<file path="src/rtl/pc_unit_pkg.sv">
// Shared definitions for the program-counter unit: FSM state encoding and the
// default address width / imem depth also used by the instruction memory.
package pc_unit_pkg;

   typedef enum logic [1:0] {
      PC_IDLE = 2'd0,
      PC_RUN  = 2'd1,
      PC_HALT = 2'd2
   } pc_state_e;

   localparam int PC_WIDTH_DEF = 32;
   localparam int PC_DEPTH_DEF = 256;

endpackage

</file>
<file path="src/rtl/pc_unit_next_sel.sv">
// Next-PC candidate selection: priority mux (stall > jr > jump > branch > seq),
// the pc+STEP adder and the out-of-range compare against DEPTH.
module pc_unit_next_sel
   import pc_unit_pkg::*;
#(
   parameter int WIDTH = PC_WIDTH_DEF,
   parameter int STEP  = 1,
   parameter int DEPTH = PC_DEPTH_DEF
) (
   input  logic [WIDTH-1:0] pc_i,
   input  logic             stall_i,
   input  logic             branch_taken_i,
   input  logic [WIDTH-1:0] branch_offset_i,
   input  logic             jump_i,
   input  logic [WIDTH-1:0] jump_target_i,
   input  logic             jr_i,
   input  logic [WIDTH-1:0] jr_addr_i,
   output logic [WIDTH-1:0] pc_plus_o,
   output logic [WIDTH-1:0] next_pc_o,
   output logic             out_of_range_o
);

   localparam logic [WIDTH-1:0] STEP_W  = WIDTH'(STEP);
   localparam logic [WIDTH-1:0] DEPTH_W = WIDTH'(DEPTH);

   logic [WIDTH-1:0] branch_target;

   // Offset is in instruction units, so scale by STEP; all sums wrap mod 2^WIDTH.
   assign pc_plus_o     = pc_i + STEP_W;
   assign branch_target = pc_plus_o + (branch_offset_i * STEP_W);

   always_comb begin
      next_pc_o = pc_plus_o;
      if (stall_i) begin
         next_pc_o = pc_i;
      end else if (jr_i) begin
         next_pc_o = jr_addr_i;
      end else if (jump_i) begin
         next_pc_o = jump_target_i;
      end else if (branch_taken_i) begin
         next_pc_o = branch_target;
      end
   end

   assign out_of_range_o = (next_pc_o >= DEPTH_W);

endmodule

</file>
<file path="src/rtl/pc_unit.sv">
// Program-counter register with IDLE/RUN/HALT control and sticky range error.
// Handshake: none; pc_valid=1 means the fetch at pc may commit this cycle.
module pc_unit
   import pc_unit_pkg::*;
#(
   parameter int              WIDTH        = PC_WIDTH_DEF,
   parameter int              STEP         = 1,
   parameter logic [WIDTH-1:0] RESET_VECTOR = '0,
   parameter int              DEPTH        = PC_DEPTH_DEF
) (
   input  logic             clock,
   input  logic             reset,
   input  logic             stall,
   input  logic             halt_req,
   input  logic             branch_taken,
   input  logic [WIDTH-1:0] branch_offset,
   input  logic             jump,
   input  logic [WIDTH-1:0] jump_target,
   input  logic             jr,
   input  logic [WIDTH-1:0] jr_addr,
   output logic [WIDTH-1:0] pc,
   output logic [WIDTH-1:0] pc_plus,
   output logic             pc_valid,
   output logic             halted,
   output logic             range_err,
   output logic [1:0]       state_dbg
);

   pc_state_e        state_q, state_d;
   logic [WIDTH-1:0] pc_q, pc_d;
   logic             range_err_q, range_err_d;
   logic [WIDTH-1:0] next_pc;
   logic             out_of_range;

   pc_unit_next_sel #(
      .WIDTH (WIDTH),
      .STEP  (STEP),
      .DEPTH (DEPTH)
   ) u_next_sel (
      .pc_i            (pc_q),
      .stall_i         (stall),
      .branch_taken_i  (branch_taken),
      .branch_offset_i (branch_offset),
      .jump_i          (jump),
      .jump_target_i   (jump_target),
      .jr_i            (jr),
      .jr_addr_i       (jr_addr),
      .pc_plus_o       (pc_plus),
      .next_pc_o       (next_pc),
      .out_of_range_o  (out_of_range)
   );

   always_ff @(posedge clock or posedge reset) begin
      if (reset) begin
         state_q     <= PC_IDLE;
         pc_q        <= RESET_VECTOR;
         range_err_q <= 1'b0;
      end else begin
         state_q     <= state_d;
         pc_q        <= pc_d;
         range_err_q <= range_err_d;
      end
   end

   // Halt beats every redirect (and stall); a stalled edge never flags a range error.
   always_comb begin
      state_d     = state_q;
      pc_d        = pc_q;
      range_err_d = range_err_q;
      case (state_q)
         PC_IDLE: state_d = PC_RUN;
         PC_RUN: begin
            if (halt_req) begin
               state_d = PC_HALT;
            end else if (stall) begin
               pc_d = pc_q;
            end else if (out_of_range) begin
               range_err_d = 1'b1;
               state_d     = PC_HALT;
            end else begin
               pc_d = next_pc;
            end
         end
         PC_HALT: state_d = PC_HALT;
         default: state_d = PC_HALT;
      endcase
   end

   assign pc        = pc_q;
   assign pc_valid  = (state_q == PC_RUN);
   assign halted    = (state_q == PC_HALT);
   assign range_err = range_err_q;
   assign state_dbg = state_q;

endmodule

</file>
<file path="config.mk">
export PLATFORM = sky130hd
export DESIGN_NAME = pc_unit
export DESIGN_NICKNAME = d
export VERILOG_FILES = /design/src/rtl/pc_unit_pkg.sv /design/src/rtl/pc_unit_next_sel.sv /design/src/rtl/pc_unit.sv
export SDC_FILE = /design/constraint.sdc
export NUM_CORES = 1
export LEC_CHECK = 0
export CAP_MARGIN = 20
export CORE_AREA = 2 2 90 135
export CTS_CLUSTER_DIAMETER = 100
export DETAILED_ROUTE_END_ITERATION = 12
export DIE_AREA = 0 0 92 137
export PLACE_DENSITY = 0.77
export SLEW_MARGIN = 20
export SYNTH_ARGS = -nofsm -noshare
export SYNTH_HDL_FRONTEND = slang
export SYNTH_SLANG_ARGS = --single-unit
</file>
<file path="constraint.sdc">
create_clock -name clock -period 5.61 [get_ports clock]
set_input_delay 1.122 -clock clock [delete_from_list [all_inputs] [get_ports clock]]
set_output_delay 1.122 -clock clock [all_outputs]
set_load 0.02 [all_outputs]
</file>
* Word level (Yosys, flattened, before mapping) *
Index checks and enable logic that the tools add are counted.

storage, ports and cells
  input bits = 103
  bits in registers = 35
  output and inout port bits = 69
  logic and storage cells = 25

cells by class
  add/subtract/negate cells = 2
  mux-type cells = 8
  bitwise gates (word level) = 3
  eq/ne operators = 4
  reduce and logical (&&, ||, !) cells = 4
  $lt $le $gt $ge = 1

operators by type and width
  kind                                                    number
  2-to-1 mux 32 bit                                       4
  adder 32 x 1 -> 32 bit (second input constant)          1
  adder 32 bit                                            1
  >= comparator 32 x 9 -> 1 bit (second input constant)   1
  AND reduction 4 bit                                     2
  2-to-1 mux 2 bit                                        3
  case mux 2 bit (2 select lines)                         1
  inequality test 3 x 2 -> 1 bit (second input constant)  1
  inequality test 3 bit (second input constant)           1
  inverter 1 bit                                          3
  == test 2 x 1 -> 1 bit (second input constant)          1
  == test 2 bit (second input constant)                   1
  zero test 2 bit                                         1
  AND reduction 2 bit                                     1

* Longest topological paths before layout *
Gate-level depths: netlist of the first run.

  depth in word-level cells = 11
  gate-level depth with buffers = 20

* Hierarchy *
From an unflattened synthesis of the first run, not the netlist that was laid out.

unflattened totals
  cells, all modules = 719
  area total of the unflattened synthesis = 5559.1 µm²

by module, submodules not included
  module            cells each  seq. area each (µm²)  area an instance (µm²)  times used
  pc_unit_next_sel  638         0.0                   4068.9                  1
  pc_unit           81          875.8                 1490.2                  1

* Worst setup path before layout of the first run *
OpenSTA, ideal clock, no wires.

  kind = register to register
  start point = reg pc_q[0] (netlist: pc[0])
  end point = reg pc_q[1] (netlist: pc[1])
  data required time = 5485 ps
  arrival time = 4911 ps
  buffers on the path = 3
  cell stages (with the launch flop) = 21
  slack = 573 ps
  period minus slack after synthesis = 5037 ps
  cells stage by stage = dfrtp_1 ha_1 nand4_1 or4_1 buf_2 nor3_1 nand2_1 xnor2_1 ha_1 clkbuf_1 a21o_1 a211o_1 o22ai_1 nor2_1 nor4_1 and4_1 nand4_1 nor4_4 nand3_2 buf_6 mux2_4

between the ends
  cells in the longest elaborated chain, start to end = 9

RTL lines
  element                                   RTL line                text
  start: declaration                        pc_unit.sv:30           logic [WIDTH-1:0] pc_q, pc_d;
  start signal: assignment                  pc_unit.sv:60           pc_q <= pc_d;
  adder 32 x 1 -> 32 bit (*)                pc_unit_next_sel.sv:29  assign pc_plus_o = pc_i + STEP_W;
  net pc_plus[28]                           pc_unit.sv:22           output logic [WIDTH-1:0] pc_plus,
  adder 32 bit                              pc_unit_next_sel.sv:30  assign branch_target = pc_plus_o + (branch_offset_i * STEP_W);
  2-to-1 mux 32 bit (*)                     pc_unit_next_sel.sv:40  end else if (branch_taken_i) begin
  2-to-1 mux 32 bit (*)                     pc_unit_next_sel.sv:38  end else if (jump_i) begin
  2-to-1 mux 32 bit (*)                     pc_unit_next_sel.sv:36  end else if (jr_i) begin
  2-to-1 mux 32 bit (*)                     pc_unit_next_sel.sv:34  if (stall_i) begin
  >= comparator 32 x 9 -> 1 bit (*)         pc_unit_next_sel.sv:45  assign out_of_range_o = (next_pc_o >= DEPTH_W);
  inverter 1 bit (no source line) (*)       --
  AND reduction 4 bit (no source line) (*)  --

The timed path passes the listed nets; every way through them passes the cells marked *.
A chain may end at the register's enable or synchronous reset.

* Final worst setup path of the first run *
  start point = reg pc_q[0] (netlist: pc[0])
  end point = reg pc_q[3] (netlist: pc[3])

between the ends
  cells in the longest elaborated chain, start to end = 9

RTL lines
  element                               RTL line
  adder 32 x 1 -> 32 bit                pc_unit_next_sel.sv:29
  adder 32 bit                          pc_unit_next_sel.sv:30
  2-to-1 mux 32 bit                     pc_unit_next_sel.sv:40
  2-to-1 mux 32 bit                     pc_unit_next_sel.sv:38
  2-to-1 mux 32 bit                     pc_unit_next_sel.sv:36
  2-to-1 mux 32 bit (*)                 pc_unit_next_sel.sv:34
  >= comparator 32 x 9 -> 1 bit         pc_unit_next_sel.sv:45
  inverter 1 bit (no source line)       --
  AND reduction 4 bit (no source line)  --

Mark *: on every way between the ends. The rest lies on a longest branch, timed or not.

==> reports/qor.csv, run 1 <==
stage,metric,value,unit
worst_setup_path,end_kind,flip-flop,
finish,area_delta_synth_final,38.0,%
grt,grt_max_degree,36,
clock_tree,insertion_delay,0.28,ns
routing,drc_errors,0,
clock_tree,cts_buffer_depth,2,
finish,antenna_cells,0,
finish,drive_gt1_share,5.70,%
grt,track_usage,36.1,%
synth,ys.flop_type,dfrtp_1,
synth,syn_nets,862,
synth,synth-edff-count,0,
routing,drtIter0Drc,556,
finish,final_common_cell,clkdlybuf4s50_1,
clock_tree,cts_tree,done,
synth,ys_seq_area_share,16.4,%
status,status,completed,
synth,synth-seq-cells,35,
routing,wirelength,23400,µm
placed_design,place.gp.congestion,1.01,
synth,synth_cells,724,
timing,min_period,5.38,ns
floorplan,core-area,11400,µm²
timing,whs,0.458,ns
placed_design,dp.cells,1018,
grt,grt_pass1_vias,6382,
finish,final_cell_area,7360,µm²
timing,finalCritPeriodShare,95.9,%
timing,maxSlewHeadroom,38.9,%
grt,grt_pass1_wl,35700,µm
routing,wl_met3,1820,µm
worst_setup_path,cp-start-kind,flip-flop,
placed_design,placed_area,7180,µm²
grt,antenna_found_initial,0,
worst_setup_path,cp_max_fo,30,
grt,grt.overflow.total,0,
finish,layout_common_cells,"clkdlybuf4s50_1 (171), nand2_1 (78), a21oi_1 (57)",
synth,synth_warnings,0,
job,drv_cap,0,
finish,nets,1014,
timing,slew_viol_final,0,
floorplan,dieArea,12600,µm²
worst_setup_path,path_class,reg2reg,
routing,firstDrtPassIters,6,
power_and_ir_drop,p_total,846,µW
clock_tree,cts-root-buf,clkbuf_16,
floorplan,initial_core_util,46.7,%
clock_tree,cts_sinks,35,
routing,met2_length,11500,µm
floorplan,fp-row-count,48,
worst_setup_path,crit_chain,"ha_1, nand4_1, nor4_1, buf_4, nand3_1, xnor2_1, ha_1, nand2_1, o21ai_0, a21oi_1, buf_4, o21ai_0, nor3_1, a2111oi_1, o2111ai_1, nor4_4, nand3_2, buf_4, mux2_4",
routing,via_per_inst,6.60,
worst_setup_path,crit_family,simple AND/OR/NAND/NOR gates,
clock_tree,clk_pin_slew,0.05,ns
hold_path,hold_path_class,reg2reg,
worst_setup_path,crit_required,5.77,ns
routing,wl_met1,8860,µm
worst_setup_path,critPathArrivalTime,5.54,ns
timing,fmax,0.186,GHz
clock_tree,cts-buffers-inserted,5,
routing,via_count,6782,
timing,hold_viol_final,0,
worst_setup_path,cpMostUsedCell,buf_4,
worst_setup_path,slowest_stage,nor4_4,
synth,syn_avg_cell_area,7.36,µm²
floorplan,die_h,137,µm
timing,worst-slew-pin-transition,0.913,ns
synth,netlist_area,5330,µm²
clock_tree,cts_max_level,2,
timing,setup_viol_count_final,0,
worst_setup_path,r2r_slack,0.23,ns
floorplan,boundaryPins,172,
synth,async_flop_share,100,%
finish,stdcell_count,1027,
routing,top_layer,met4,
worst_setup_path,crit_buf_inv,3,
power_and_ir_drop,p_leak,0.00298,µW
placed_design,dp_hpwl,18800,µm
routing,routedWlPerCell,22.8,µm
finish,fill_cells,994,
placed_design,port-buffer-count,171,
power_and_ir_drop,power_density,115,nW/µm²
floorplan,die_w,92,µm
synth,synth_cell_types,77,
clock_tree,hold_buffers,0,
worst_setup_path,critical_path.max_stage_delay,0.43,ns
timing,finalSetupTns,0,ns
power_and_ir_drop,irDropWorstVdd,0.226,mV
timing,skew,0.00579,ns
routing,ant_nets,0,
[layer usage]
layer / GRT usage (%) / vias to the layer above
met1: 44.6 / 3196
met2: 62.6 / 435
met4: 18.0 / 0
met5: 0 / -
met3: 3.41 / 94
li1: - / 3057
[through the flow]
stage	setup WS [ns]	utilization [%]
final	0.232	64.5
after CTS	0.257	64.3
after global routing	-0.0443	64.5
after floorplan	0.573	-
after detailed placement	0.256	62.9
after global placement	0.347	62.9
[what timing repair did]
action | CTS | global route
setup endpoints to repair | 0 | 32
buffers inserted | 0 | 1
gates resized for setup | 0 | 3
[synth_stat cells, types with 10 or more instances]
cell      instances  area [µm²]
nand2_1          78         293
a21oi_1          57         285
nor2_1           50         188
clkbuf_1         36         135
dfrtp_1          35         876
ha_1             34         425
o21ai_0          33         165
xnor2_1          31         272
and2_1           30         188
nand3_1          26         130
nand4_1          26         163
nor3_1           22         110
o211ai_1         17         128
o21a_1           16         120
inv_1            15        56.3
a211oi_1         14         105
xor2_1           13         114
o22ai_1          11        68.8
or3_1            11        68.8
a21o_1           10        75.1
nor4_1           10        62.6
[cell type report]
type,instances,area (µm²),share of cell area [%]
multi-input cells,625,4200,57.1
repair buffers,192,1870,25.4
flip-flops and latches,35,876,11.9
well taps,150,188,2.55
clock buffers,8,156,2.13
inverters,17,63.8,0.867
[report_power, final]
part           leakage [µW]  total, µW  internal (µW)  switching, µW
Combinational       0.00244        300            141            159
Sequential         0.000457        257            255           1.84
Clock             0.0000772        290            189            101
Total               0.00298        846            584            261
[cells by family after synthesis]
| kind of cell | count (synthesis) | synth area share (%) |
|---|---|---|
| multiplexers | 13 | 2.91 |
| adder cells (fa/ha/maj) | 35 | 8.36 |
| buffers and inverters | 64 | 4.88 |
| AND/OR/NAND/NOR | 304 | 30.7 |
| AO/OA/AOI/OAI | 229 | 29.4 |
| flip-flops | 35 | 16.4 |
| XOR/XNOR | 44 | 7.23 |
[sequential cells by signal, indices dropped and copies added (netlist names)]
register	flops
state_dbg	2
range_err	1
pc	32
[worst paths after layout]
check / endpoint / startpoint / cells after the start
worst min-delay path: range_err / range_err / 1
worst min register to register: range_err / range_err / 1
min in group asynchronous: pc[22] / reset / 3
worst max-delay path: pc[3] / pc[0] / 19
max in group asynchronous: pc[0] / reset / 3
worst max register to register: pc[3] / pc[0] / 19
Power figures use the tool's default switching activity.
==> run 2: changes to the inputs <==
==> constraint.sdc (replaced) <==
create_clock -name clock -period 5.61 [get_ports clock]
set_input_delay 1.122 -clock clock [delete_from_list [all_inputs] [get_ports clock]]
set_output_delay 1.122 -clock clock [all_outputs]
set_load 0.01 [all_outputs]
==> results of run 2 <==
Same layout as run 1 (identical final DEF). Status: completed.
Main changes from that run: total power 846 µW -> 843 µW
